**src/rtl/gat_loader_pkg.sv**
```systemverilog
// Shared types and default geometry for the GAT BRAM loader.
// Optional checksum outputs are enabled with GAT_LOADER_CHECKSUM_EN.
package gat_loader_pkg;

  typedef enum logic [2:0] {
    IDLE  = 3'd0,
    LD_H  = 3'd1,
    LD_NI = 3'd2,
    LD_W  = 3'd3,
    DONE  = 3'd4
  } ld_state_e;

  localparam int DEF_DATA_WIDTH      = 8;
  localparam int DEF_H_DATA_WIDTH    = 19;
  localparam int DEF_NODE_INFO_WIDTH = 20;
  localparam int DEF_H_DATA_DEPTH    = 242101;
  localparam int DEF_NODE_INFO_DEPTH = 13264;
  localparam int DEF_WEIGHT_DEPTH    = 22928;
  localparam int DEF_S_DATA_WIDTH    = 32;
  localparam int CSUM_W              = 32;

endpackage

```
**src/rtl/gat_bram_loader_if.sv**
```systemverilog
// Valid/ready word stream feeding the BRAM loader (DMA side is master).
interface gat_bram_loader_if
  import gat_loader_pkg::*;
#(
  parameter int S_DATA_WIDTH = DEF_S_DATA_WIDTH
);
  logic [S_DATA_WIDTH-1:0] s_data;
  logic                    s_valid;
  logic                    s_ready;
  logic                    s_last;

  modport master (output s_data, output s_valid, output s_last, input s_ready);
  modport slave  (input s_data, input s_valid, input s_last, output s_ready);
endinterface

```
**src/rtl/gat_bram_loader_wr_port.sv**
```systemverilog
// One BRAM write register stage: beat counter, registered write port,
// final-beat detect and sticky done flag for a single load phase.
module gat_bram_wr_port #(
  parameter int W     = 8,
  parameter int DEPTH = 22928,
  parameter int AW    = $clog2(DEPTH)
) (
  input  logic          clk,
  input  logic          rst,
  input  logic          clr,
  input  logic          enter,
  input  logic          wr,
  input  logic [AW:0]   len_in,
  input  logic [W-1:0]  wdata,
  output logic [W-1:0]  din,
  output logic          ena,
  output logic          wea,
  output logic [AW-1:0] addra,
  output logic          done,
  output logic          empty,
  output logic          final_beat,
  output logic          ovf
);

  localparam logic [AW:0] DEPTH_L = (AW+1)'(DEPTH);

  logic [AW:0]   len_q, len_d, cnt_q, cnt_d;
  logic [W-1:0]  din_q, din_d;
  logic [AW-1:0] addr_q, addr_d;
  logic          ena_q, ena_d, done_q, done_d;

  assign ovf        = len_in > DEPTH_L;
  assign empty      = (len_q == '0);
  assign final_beat = wr && !empty && (cnt_q == len_q - 1'b1);

  always_comb begin
    len_d  = len_q;
    cnt_d  = cnt_q;
    din_d  = din_q;
    addr_d = addr_q;
    ena_d  = 1'b0;
    done_d = done_q;
    if (clr) begin
      len_d  = ovf ? DEPTH_L : len_in;
      cnt_d  = '0;
      done_d = 1'b0;
    end
    if (wr) begin
      din_d  = wdata;
      addr_d = cnt_q[AW-1:0];
      ena_d  = 1'b1;
      cnt_d  = cnt_q + 1'b1;
      if (final_beat) done_d = 1'b1;
    end
    // An empty phase is marked done on the same edge the FSM enters it.
    if (enter && (len_d == '0)) done_d = 1'b1;
  end

  always_ff @(posedge clk or posedge rst) begin
    if (rst) begin
      len_q  <= '0;
      cnt_q  <= '0;
      din_q  <= '0;
      addr_q <= '0;
      ena_q  <= 1'b0;
      done_q <= 1'b0;
    end else begin
      len_q  <= len_d;
      cnt_q  <= cnt_d;
      din_q  <= din_d;
      addr_q <= addr_d;
      ena_q  <= ena_d;
      done_q <= done_d;
    end
  end

  assign din   = din_q;
  assign ena   = ena_q;
  assign wea   = ena_q;
  assign addra = addr_q;
  assign done  = done_q;

endmodule

```
**src/rtl/gat_bram_loader.sv**
```systemverilog
// Streams H data, node info and weights into the accelerator BRAMs in order.
// Define GAT_LOADER_CHECKSUM_EN to add per-phase 32-bit checksum outputs.
module gat_bram_loader
  import gat_loader_pkg::*;
#(
  parameter int DATA_WIDTH       = DEF_DATA_WIDTH,
  parameter int H_DATA_WIDTH     = DEF_H_DATA_WIDTH,
  parameter int NODE_INFO_WIDTH  = DEF_NODE_INFO_WIDTH,
  parameter int H_DATA_DEPTH     = DEF_H_DATA_DEPTH,
  parameter int NODE_INFO_DEPTH  = DEF_NODE_INFO_DEPTH,
  parameter int WEIGHT_DEPTH     = DEF_WEIGHT_DEPTH,
  parameter int S_DATA_WIDTH     = DEF_S_DATA_WIDTH,
  parameter int H_DATA_ADDR_W    = $clog2(H_DATA_DEPTH),
  parameter int NODE_INFO_ADDR_W = $clog2(NODE_INFO_DEPTH),
  parameter int WEIGHT_ADDR_W    = $clog2(WEIGHT_DEPTH)
) (
  input  logic                        clk,
  input  logic                        rst,
  input  logic                        start,
  input  logic [H_DATA_ADDR_W:0]      h_len,
  input  logic [NODE_INFO_ADDR_W:0]   ni_len,
  input  logic [WEIGHT_ADDR_W:0]      w_len,
  gat_bram_loader_if.slave            s,
  output logic                        busy,
  output logic                        load_err,
  output logic [H_DATA_WIDTH-1:0]     h_data_bram_din,
  output logic                        h_data_bram_ena,
  output logic                        h_data_bram_wea,
  output logic [H_DATA_ADDR_W-1:0]    h_data_bram_addra,
  output logic [NODE_INFO_WIDTH-1:0]  h_node_info_bram_din,
  output logic                        h_node_info_bram_ena,
  output logic                        h_node_info_bram_wea,
  output logic [NODE_INFO_ADDR_W-1:0] h_node_info_bram_addra,
  output logic [DATA_WIDTH-1:0]       wgt_bram_din,
  output logic                        wgt_bram_ena,
  output logic                        wgt_bram_wea,
  output logic [WEIGHT_ADDR_W-1:0]    wgt_bram_addra,
  output logic                        h_data_bram_load_done,
  output logic                        h_node_info_bram_load_done,
  output logic                        wgt_bram_load_done
`ifdef GAT_LOADER_CHECKSUM_EN
  ,
  output logic [CSUM_W-1:0]           h_csum,
  output logic [CSUM_W-1:0]           ni_csum,
  output logic [CSUM_W-1:0]           w_csum
`endif
);

  ld_state_e state_q, state_d;
  logic      busy_q, busy_d, err_q, err_d;
  logic      s_ready_c, acc, start_acc, cur_final;
  logic      wr_h, wr_ni, wr_w, enter_ni, enter_w;
  logic      h_empty, ni_empty, w_empty, h_final, ni_final, w_final;
  logic      h_ovf, ni_ovf, w_ovf;

  // Ready is a pure decode of the registered state; empty phases never take a beat.
  always_comb begin
    s_ready_c = 1'b0;
    cur_final = 1'b0;
    case (state_q)
      LD_H:    begin s_ready_c = !h_empty;  cur_final = h_final;  end
      LD_NI:   begin s_ready_c = !ni_empty; cur_final = ni_final; end
      LD_W:    begin s_ready_c = !w_empty;  cur_final = w_final;  end
      default: ;
    endcase
  end

  assign s.s_ready = s_ready_c;
  assign acc       = s.s_valid && s_ready_c;
  assign start_acc = start && ((state_q == IDLE) || (state_q == DONE));
  assign wr_h      = acc && (state_q == LD_H);
  assign wr_ni     = acc && (state_q == LD_NI);
  assign wr_w      = acc && (state_q == LD_W);

  always_comb begin
    state_d = state_q;
    case (state_q)
      IDLE, DONE: if (start)                state_d = LD_H;
      LD_H:       if (h_empty || h_final)   state_d = LD_NI;
      LD_NI:      if (ni_empty || ni_final) state_d = LD_W;
      LD_W:       if (w_empty || w_final)   state_d = DONE;
      default:                              state_d = IDLE;
    endcase
    enter_ni = (state_d == LD_NI) && (state_q != LD_NI);
    enter_w  = (state_d == LD_W) && (state_q != LD_W);
    busy_d   = (state_d == LD_H) || (state_d == LD_NI) || (state_d == LD_W);
    err_d    = err_q;
    if (start_acc) err_d = h_ovf || ni_ovf || w_ovf;
    // Framing: s_last must coincide exactly with the count-derived final beat.
    if (acc && (s.s_last != cur_final)) err_d = 1'b1;
  end

  always_ff @(posedge clk or posedge rst) begin
    if (rst) begin
      state_q <= IDLE;
      busy_q  <= 1'b0;
      err_q   <= 1'b0;
    end else begin
      state_q <= state_d;
      busy_q  <= busy_d;
      err_q   <= err_d;
    end
  end

  assign busy     = busy_q;
  assign load_err = err_q;

  gat_bram_wr_port #(.W(H_DATA_WIDTH), .DEPTH(H_DATA_DEPTH), .AW(H_DATA_ADDR_W)) u_h_port (
    .clk(clk), .rst(rst), .clr(start_acc), .enter(start_acc), .wr(wr_h), .len_in(h_len),
    .wdata(s.s_data[H_DATA_WIDTH-1:0]), .din(h_data_bram_din), .ena(h_data_bram_ena),
    .wea(h_data_bram_wea), .addra(h_data_bram_addra), .done(h_data_bram_load_done),
    .empty(h_empty), .final_beat(h_final), .ovf(h_ovf)
  );

  gat_bram_wr_port #(.W(NODE_INFO_WIDTH), .DEPTH(NODE_INFO_DEPTH), .AW(NODE_INFO_ADDR_W)) u_ni_port (
    .clk(clk), .rst(rst), .clr(start_acc), .enter(enter_ni), .wr(wr_ni), .len_in(ni_len),
    .wdata(s.s_data[NODE_INFO_WIDTH-1:0]), .din(h_node_info_bram_din), .ena(h_node_info_bram_ena),
    .wea(h_node_info_bram_wea), .addra(h_node_info_bram_addra), .done(h_node_info_bram_load_done),
    .empty(ni_empty), .final_beat(ni_final), .ovf(ni_ovf)
  );

  gat_bram_wr_port #(.W(DATA_WIDTH), .DEPTH(WEIGHT_DEPTH), .AW(WEIGHT_ADDR_W)) u_w_port (
    .clk(clk), .rst(rst), .clr(start_acc), .enter(enter_w), .wr(wr_w), .len_in(w_len),
    .wdata(s.s_data[DATA_WIDTH-1:0]), .din(wgt_bram_din), .ena(wgt_bram_ena),
    .wea(wgt_bram_wea), .addra(wgt_bram_addra), .done(wgt_bram_load_done),
    .empty(w_empty), .final_beat(w_final), .ovf(w_ovf)
  );

`ifdef GAT_LOADER_CHECKSUM_EN
  logic [CSUM_W-1:0] h_csum_q, h_csum_d, ni_csum_q, ni_csum_d, w_csum_q, w_csum_d;

  // Sums update on the accept edge, so they are final when the done flag rises.
  always_comb begin
    h_csum_d  = h_csum_q;
    ni_csum_d = ni_csum_q;
    w_csum_d  = w_csum_q;
    if (start_acc) begin
      h_csum_d  = '0;
      ni_csum_d = '0;
      w_csum_d  = '0;
    end
    if (wr_h)  h_csum_d  = h_csum_q  + CSUM_W'(s.s_data[H_DATA_WIDTH-1:0]);
    if (wr_ni) ni_csum_d = ni_csum_q + CSUM_W'(s.s_data[NODE_INFO_WIDTH-1:0]);
    if (wr_w)  w_csum_d  = w_csum_q  + CSUM_W'(s.s_data[DATA_WIDTH-1:0]);
  end

  always_ff @(posedge clk or posedge rst) begin
    if (rst) begin
      h_csum_q  <= '0;
      ni_csum_q <= '0;
      w_csum_q  <= '0;
    end else begin
      h_csum_q  <= h_csum_d;
      ni_csum_q <= ni_csum_d;
      w_csum_q  <= w_csum_d;
    end
  end

  assign h_csum  = h_csum_q;
  assign ni_csum = ni_csum_q;
  assign w_csum  = w_csum_q;
`endif

endmodule

```
**src/flat_wrapper.sv**
```systemverilog
// flat-port wrapper written by rule: the top's interface ports become plain ports
module gat_bram_loader_flat import gat_loader_pkg::*;
#(
  parameter int DATA_WIDTH       = DEF_DATA_WIDTH,
  parameter int H_DATA_WIDTH     = DEF_H_DATA_WIDTH,
  parameter int NODE_INFO_WIDTH  = DEF_NODE_INFO_WIDTH,
  parameter int H_DATA_DEPTH     = DEF_H_DATA_DEPTH,
  parameter int NODE_INFO_DEPTH  = DEF_NODE_INFO_DEPTH,
  parameter int WEIGHT_DEPTH     = DEF_WEIGHT_DEPTH,
  parameter int S_DATA_WIDTH     = DEF_S_DATA_WIDTH,
  parameter int H_DATA_ADDR_W    = $clog2(H_DATA_DEPTH),
  parameter int NODE_INFO_ADDR_W = $clog2(NODE_INFO_DEPTH),
  parameter int WEIGHT_ADDR_W    = $clog2(WEIGHT_DEPTH)
)
  (clk, rst, start, h_len, ni_len, w_len, busy, load_err, h_data_bram_din, h_data_bram_ena, h_data_bram_wea, h_data_bram_addra, h_node_info_bram_din, h_node_info_bram_ena, h_node_info_bram_wea, h_node_info_bram_addra, wgt_bram_din, wgt_bram_ena, wgt_bram_wea, wgt_bram_addra, h_data_bram_load_done, h_node_info_bram_load_done, wgt_bram_load_done, s_s_data, s_s_valid, s_s_last, s_s_ready);
  gat_bram_loader_if #(.S_DATA_WIDTH(S_DATA_WIDTH)) s_i ();
  input  logic clk;
  input  logic rst;
  input  logic start;
  input  logic [H_DATA_ADDR_W:0] h_len;
  input  logic [NODE_INFO_ADDR_W:0] ni_len;
  input  logic [WEIGHT_ADDR_W:0] w_len;
  output logic busy;
  output logic load_err;
  output logic [H_DATA_WIDTH-1:0] h_data_bram_din;
  output logic h_data_bram_ena;
  output logic h_data_bram_wea;
  output logic [H_DATA_ADDR_W-1:0] h_data_bram_addra;
  output logic [NODE_INFO_WIDTH-1:0] h_node_info_bram_din;
  output logic h_node_info_bram_ena;
  output logic h_node_info_bram_wea;
  output logic [NODE_INFO_ADDR_W-1:0] h_node_info_bram_addra;
  output logic [DATA_WIDTH-1:0] wgt_bram_din;
  output logic wgt_bram_ena;
  output logic wgt_bram_wea;
  output logic [WEIGHT_ADDR_W-1:0] wgt_bram_addra;
  output logic h_data_bram_load_done;
  output logic h_node_info_bram_load_done;
  output logic wgt_bram_load_done;
  input wire logic [$bits(s_i.s_data)-1:0] s_s_data;
  input wire logic [$bits(s_i.s_valid)-1:0] s_s_valid;
  input wire logic [$bits(s_i.s_last)-1:0] s_s_last;
  output wire logic [$bits(s_i.s_ready)-1:0] s_s_ready;
  assign s_i.s_data = s_s_data;
  assign s_i.s_valid = s_s_valid;
  assign s_i.s_last = s_s_last;
  assign s_s_ready = s_i.s_ready;
  gat_bram_loader #(.DATA_WIDTH(DATA_WIDTH), .H_DATA_WIDTH(H_DATA_WIDTH), .NODE_INFO_WIDTH(NODE_INFO_WIDTH), .H_DATA_DEPTH(H_DATA_DEPTH), .NODE_INFO_DEPTH(NODE_INFO_DEPTH), .WEIGHT_DEPTH(WEIGHT_DEPTH), .S_DATA_WIDTH(S_DATA_WIDTH), .H_DATA_ADDR_W(H_DATA_ADDR_W), .NODE_INFO_ADDR_W(NODE_INFO_ADDR_W), .WEIGHT_ADDR_W(WEIGHT_ADDR_W)) u_core (.clk(clk), .rst(rst), .start(start), .h_len(h_len), .ni_len(ni_len), .w_len(w_len), .s(s_i), .busy(busy), .load_err(load_err), .h_data_bram_din(h_data_bram_din), .h_data_bram_ena(h_data_bram_ena), .h_data_bram_wea(h_data_bram_wea), .h_data_bram_addra(h_data_bram_addra), .h_node_info_bram_din(h_node_info_bram_din), .h_node_info_bram_ena(h_node_info_bram_ena), .h_node_info_bram_wea(h_node_info_bram_wea), .h_node_info_bram_addra(h_node_info_bram_addra), .wgt_bram_din(wgt_bram_din), .wgt_bram_ena(wgt_bram_ena), .wgt_bram_wea(wgt_bram_wea), .wgt_bram_addra(wgt_bram_addra), .h_data_bram_load_done(h_data_bram_load_done), .h_node_info_bram_load_done(h_node_info_bram_load_done), .wgt_bram_load_done(wgt_bram_load_done));
endmodule
```
**config.mk**
```make
export PLATFORM = sky130hd
export DESIGN_NAME = gat_bram_loader_flat
export DESIGN_NICKNAME = d
export VERILOG_FILES = /design/src/rtl/gat_loader_pkg.sv /design/src/rtl/gat_bram_loader_if.sv /design/src/rtl/gat_bram_loader_wr_port.sv /design/src/rtl/gat_bram_loader.sv /design/src/flat_wrapper.sv
export SDC_FILE = /design/constraint.sdc
export NUM_CORES = 1
export LEC_CHECK = 0
export CAP_MARGIN = 20
export CORE_UTILIZATION = 23
export DETAILED_ROUTE_END_ITERATION = 10
export HOLD_SLACK_MARGIN = 0.06
export PLACE_DENSITY = 0.45
export SYNTH_ARGS = -nofsm -noshare
export SYNTH_HDL_FRONTEND = slang
export SYNTH_SLANG_ARGS = --single-unit
```
**constraint.sdc**
```tcl
create_clock -name clk -period 7.65 [get_ports clk]
set_clock_uncertainty 0.15 [all_clocks]
set_input_delay 0.765 -clock clk [delete_from_list [all_inputs] [get_ports clk]]
set_output_delay 0.765 -clock clk [all_outputs]
set_load 0.02 [all_outputs]
```
-- Word-level counts from Yosys, hierarchy flattened
Index checks and enable logic that the tools add are counted.
- register bits after elaboration: 205
- output and inout port bits: 106
- word-level logic and storage cells: 119
- add/sub/neg operators: 6
- $lt $le $gt $ge: 3
- eq/ne operators: 13
- mux-type cells: 36
- reductions and logical operators: 40
- operators with widths (cell ; number):
    $mux W19 ; 4
    $mux W16 ; 4
    $mux W15 ; 4
    $logic_not A19 Y1 ; 2
    $logic_not A16 Y1 ; 2
    $logic_not A15 Y1 ; 2
    $add A19 B1 Y19 const B ; 1
    $eq A19 B19 Y1 ; 1
    $gt A19 B18 Y1 const B ; 1
    $sub A19 B1 Y19 const B ; 1
    $logic_and A1 B1 Y1 ; 17
    $mux W1 ; 17
    $add A16 B1 Y16 const B ; 1
    $eq A16 B16 Y1 ; 1
    $gt A16 B15 Y1 const B ; 1
    $sub A16 B1 Y16 const B ; 1
    $add A15 B1 Y15 const B ; 1
    $eq A15 B15 Y1 ; 1
    $gt A15 B14 Y1 const B ; 1
    $sub A15 B1 Y15 const B ; 1
    $eq A3 B2 Y1 const B ; 4
    $mux W3 ; 4
    $pmux W3 S4 ; 1
    $logic_or A1 B1 Y1 ; 8
    other kinds (9) ; 17

-- Logic depth before layout (Yosys ltp)
- depth after elaboration: 14
- depth in mapped cells: 12
- depth with buffers taken out: 12

-- Hierarchy
A second synthesis with hierarchy kept.
- cells, all modules: 1127
- area, all modules: 11194.5 µm²
- by module, submodules not included (module ; times used ; cells an instance ; area each (µm²) ; sequential area each (µm²)):
    gat_bram_wr_port (u_core.u_h_port) ; 1 ; 420 ; 4161.5 ; 1926.8
    gat_bram_wr_port (u_core.u_ni_port) ; 1 ; 342 ; 3545.9 ; 1651.6
    gat_bram_wr_port (u_core.u_w_port) ; 1 ; 318 ; 3118.0 ; 1426.4
    gat_bram_loader ; 1 ; 47 ; 369.1 ; 125.1

-- Least setup slack after synthesis
OpenSTA, ideal clock, no wires.
- kind: reg2reg
- from: register u_core.u_w_port.len_q[4]
- to: register u_core.u_ni_port.done_q (netlist: u_core.u_ni_port.done)
- setup time: 92 ps
- data arrival time: 2923 ps
- required time: 7408 ps
- path slack: 4485 ps
- cell stages (with the launch flop): 11
- path buffers: 0
- cells stage by stage: dfrtp_1 nor4_1 nand3_1 or3_1 xnor2_1 or3_1 nor4b_2 nor2_1 nor4_4 inv_2 o31ai_2
- cells in the longest elaborated chain, start to end: 14
- RTL lines (what ; RTL line ; source):
    start, declared ; gat_bram_loader_wr_port.sv:27 ; logic [AW:0] len_q, len_d, cnt_q, cnt_d;
    start signal, assigned ; gat_bram_loader_wr_port.sv:68 ; len_q <= len_d;
    parallel branches: the longest is 9 deep, another holds $sub A16 B1 Y16 ; n/a ;
    $pmux W3 S4 * ; gat_bram_loader.sv:77 ; case (state_q)
    via u_core.state_d[0] ; gat_bram_loader.sv:49 ; ld_state_e state_q, state_d;
    $eq A3 B2 Y1 * ; gat_bram_loader.sv:84 ; enter_ni = (state_d == LD_NI) && (state_q != LD_NI);
    $logic_and A1 B1 Y1 * ; gat_bram_loader.sv:84 ;
    $logic_and A1 B1 Y1 * ; gat_bram_loader_wr_port.sv:56 ; if (enter && (len_d == '0)) done_d = 1'b1;
    $mux W1 * ; gat_bram_loader_wr_port.sv:56 ;
    via u_core.u_ni_port.done_d ; gat_bram_loader_wr_port.sv:30 ; logic ena_q, ena_d, done_q, done_d;
    end signal, assigned ; gat_bram_loader_wr_port.sv:73 ; done_q <= done_d;
    end, declared ; gat_bram_loader_wr_port.sv:30 ;
Mark *: on every way through the listed nets, which the timed path passes.
A chain may end at the register's enable or synchronous reset.

-- Worst setup path after layout
- from: register u_core.u_h_port.len_q[10]
- to: output s_s_ready
- cells in the longest elaborated chain, start to end: 3
- RTL lines (what ; RTL line ; source):
    start, declared ; gat_bram_loader_wr_port.sv:27 ;
    start signal, assigned ; gat_bram_loader_wr_port.sv:68 ;
    $logic_not A19 Y1 ; gat_bram_loader_wr_port.sv:33 ; assign empty = (len_q == '0);
    $logic_not A1 Y1 ; gat_bram_loader.sv:61 ; LD_H: begin s_ready_c = !h_empty; cur_final = h_final; end
    $pmux W1 S3 ; gat_bram_loader.sv:60 ; case (state_q)
    end, declared ; flat_wrapper.sv:43 ; output wire logic [$bits(s_i.s_ready)-1:0] s_s_ready;
Every way passes these cells.

==> impl_metrics.py <==
metrics = {
    "layout": {
        "nFillCells": 4837,
        "fin_nets": 1516,
        "fin_area_um2": 13900,
        "drive_gt1_frac": 0.0578,
        "layout.cells.non_filler": 2036,
        "area_growth_pct": 31.6,
    },
    "synthesis": {
        "ys_types": 67,
        "synth.most_common_cell": "nand2_1",
        "yosysWarnings": 0,
        "ys_seq_elements": 205,
        "synth_edf_count": 0,
        "synthArstFlopShare": 1.00,
        "syn_nets": 1358,
        "synth_area_um2": 10600,
        "synth_common_cells": "384 x nand2_1, 205 x dfrtp_1, 104 x nor2_1",
        "seq_area_frac_synth": 0.486,
        "synth_cells": 1262,
        "yosys.area.top_type": "dfrtp_1",
        "synth_top_area_share": 0.486,
        "ys_top_cells_by_area": "dfrtp_1 49%, nand2_1 14%, o21ai_0 4.5%",
        "syn_area_per_cell_um2": 8.37,
        "synthFlopType": "dfrtp_1",
    },
    "placement": {
        "place_area_um2": 13000,
        "gp_congestion": 0.803,
        "port_buffers": 180,
        "place_hpwl_mm": 23.2,
        "dpl.cell_count": 1990,
    },
    "worst_setup_path": {
        "required_ns": 6.73,
        "ff2ff_path_depth": 10,
        "start_kind": "flip-flop",
        "worstSetupPathType": "flip-flop to primary output",
        "r2r-start": "u_core.u_w_port.len_q[4]$_DFF_PP0_",
        "r2r_end": "u_core.u_ni_port.done$_DFF_PP0_",
        "path_max_fanout": 6,
        "crit_path_end_kind": "primary output",
        "ff2ff_setup_slack_ns": 3.87,
        "crit_arrival_ns": 3.23,
    },
    "power_and_ir_drop": {
        "seq_power_share": 0.434,
        "pwr-share-clk": 0.500,
        "pwr-share-comb": 0.066,
        "p_switching_mw": 0.600,
        "power.total_mw": 2.59,
        "ir_worst_vdd_v": 0.000131,
        "power-per-cell-area_nw_per_um2": 186,
        "switching_share": 0.232,
        "power_leakage_nw": 6.29,
        "p_int_mw": 1.99,
    },
    "cts": {
        "tritoncts": "done",
        "ctsLongestPathBuffers": 3,
        "post-cts-setup-buffer-count": 0,
        "clk_latency_ns": 0.54,
        "clkTransAtPathRegs_ns": 0.06,
        "htree_levels": 1,
        "cts_buffers": 27,
        "cts_resized": 0,
        "cts_hold_buf": 0,
        "cts_sinks": 205,
        "cts_root_buf": "clkbuf_16",
    },
    "sta": {
        "worst-slew-pin-transition_ns": 0.881,
        "hold_violations": 0,
        "fin_tns_setup_ns": 0,
        "rsz0062_at_grt": "false",
        "fmax_mhz": 241,
        "setup_viol": 0,
        "finalCriticalPeriod_ns": 4.15,
        "fin_hold_ws_ns": 0.318,
        "drv_slew": 0,
        "finalCritPeriodShare": 0.542,
        "slew_headroom": 0.412,
    },
    "floorplanning": {
        "core_um2": 45400,
        "die_x_um": 216,
        "ios": 193,
        "start_util": 0.233,
        "fp.dieH_um": 216,
        "dieArea_um2": 46800,
        "rows": 78,
    },
    "drt": {
        "drc": 0,
        "drtPass1Iterations": 5,
        "wirelength_mm": 32.7,
        "via_count": 9279,
        "via_per_inst": 4.56,
        "ant_nets": 0,
        "wl_per_cell_um": 16.1,
        "drt-initial-drc-count": 543,
    },
    "worst_hold_path": {
        "hold_path.class": "flip-flop to flip-flop",
        "holdPathStages": 2,
        "min_from": "u_core.u_w_port.din[5]$_DFFE_PP0P_",
        "holdPathEnd": "u_core.u_w_port.din[5]$_DFFE_PP0P_",
    },
    "grt": {
        "grt_pass1_wl_mm": 52.8,
        "grt-ovfl-total": 0,
        "grt_max_degree": 73,
        "grt_pass1_vias": 9116,
        "antenna_found_initial": 6,
        "grt_use_total": 0.141,
    },
    "flow_run": {
        "drv_cap": 0,
    },
    "status": {
        "outcome": "complete, no violations",
    },
}
==> stage by stage <==
step           worst slack [ns]  utilization
6_report                   3.50        0.306
5_1_grt                    3.30        0.306
4_1_cts                    3.42        0.306
3_5_place_dp               3.87        0.286
3_3_place_gp               3.92        0.286
2_1_floorplan              1.14            -
==> cell usage in the layout, fill, tap and decap left out, drive strengths merged, types with 7 or more instances in the layout <==
| master | Yosys | routed |
|---|---|---|
| xor2 | 30 | 30 |
| buf | 6 | 14 |
| nand2 | 384 | 384 |
| clkbuf | 59 | 34 |
| nor4 | 26 | 26 |
| o31ai | 9 | 9 |
| o21ai | 96 | 96 |
| o211ai | 7 | 7 |
| clkdlybuf4s50 | 0 | 180 |
| and2 | 9 | 9 |
| or4 | 9 | 9 |
| a31oi | 10 | 10 |
| a21oi | 36 | 36 |
| nand3b | 10 | 10 |
| clkinv | 2 | 7 |
| dfrtp | 205 | 205 |
| nand4 | 16 | 16 |
| nor2 | 105 | 105 |
| xnor2 | 42 | 42 |
| or3 | 9 | 9 |
| nand3 | 56 | 56 |
| ha | 9 | 9 |
| and3 | 18 | 18 |
| nor3 | 22 | 22 |
| inv | 19 | 19 |
==> worst max path at each step <==
stage,from,to,cells after the start
after floorplan,rst,u_core.busy$_DFF_PP0_,1
after global placement,s_s_valid,u_core.u_ni_port.done$_DFF_PP0_,8
after detailed placement,u_core.u_w_port.len_q[4]$_DFF_PP0_,u_core.u_ni_port.done$_DFF_PP0_,10
after CTS,u_core.u_h_port.len_q[10]$_DFF_PP0_,s_s_ready,6
after global routing,u_core.u_h_port.len_q[10]$_DFF_PP0_,s_s_ready,6
final,u_core.u_h_port.len_q[10]$_DFF_PP0_,s_s_ready,6
==> power by group through the flow <==
stage               Sequential (mW)  Combinational (mW)  Clock (mW)
floorplan                      1.15              0.0711           0
global placement               1.14               0.172           0
detailed placement             1.14               0.173           0
CTS                            1.12               0.173        1.35
global route                   1.13               0.190        1.39
finish                         1.12               0.171        1.30
==> worst max-delay path, stage by stage (launching register included) <==
cell and delay, ns:
dfrtp_1 0.44, or4_4 0.58, or3_4 0.38, nor3_1 0.37, nand2b_1 0.20, nand3b_1 0.16
clkdlybuf4s50_1 0.57
==> routing by layer <==
| layer | up-vias | wire, µm | global-route usage |
|---|---|---|---|
| met2 | 194 | 14900 | 0.222 |
| met5 | - | 68 | 0 |
| met3 | 53 | 1970 | 0.0354 |
| li1 | 4600 | - | - |
| met4 | 10 | 646 | 0.0347 |
| met1 | 4422 | 15200 | 0.191 |
==> flip-flops by register name, indices dropped and copies added (netlist names) <==
signal                  flops
u_core.u_h_port.len_q      19
u_core.u_h_port.cnt_q      19
u_core.u_ni_port.done       1
u_core.u_h_port.addra      18
u_core.u_h_port.ena         1
u_core.u_h_port.done        1
u_core.u_w_port.done        1
u_core.state_q              3
u_core.u_ni_port.len_q     15
u_core.u_w_port.din         8
u_core.u_ni_port.din       20
u_core.load_err             1
u_core.u_ni_port.addra     14
u_core.u_w_port.len_q      16
u_core.u_w_port.addra      15
u_core.u_w_port.ena         1
u_core.u_ni_port.ena        1
u_core.u_w_port.cnt_q      16
u_core.busy                 1
u_core.u_ni_port.cnt_q     15
u_core.u_h_port.din        19
==> cell families after synthesis <==
family          after synthesis  share of synthesized area
compound gates              186                      0.102
xor+xnor                     72                     0.0597
fa+ha+maj                     9                     0.0107
buf+inv                      86                     0.0319
flops                       205                      0.486
mux                           4                    0.00391
simple gates                700                      0.306
==> area by class of cell <==
type                       instances  area [µm²]  share of cell area
timing repair buffer             194        1930               0.139
sequential                       205        5130               0.369
multi-input combinational        971        5110               0.368
clock buffer                      34         742              0.0534
antenna                            1        2.50            0.000180
inverter                          21        86.3             0.00621
tap                              600         751              0.0540
clock inverter                    10         153              0.0110
(Power assumes the default switching activity.)
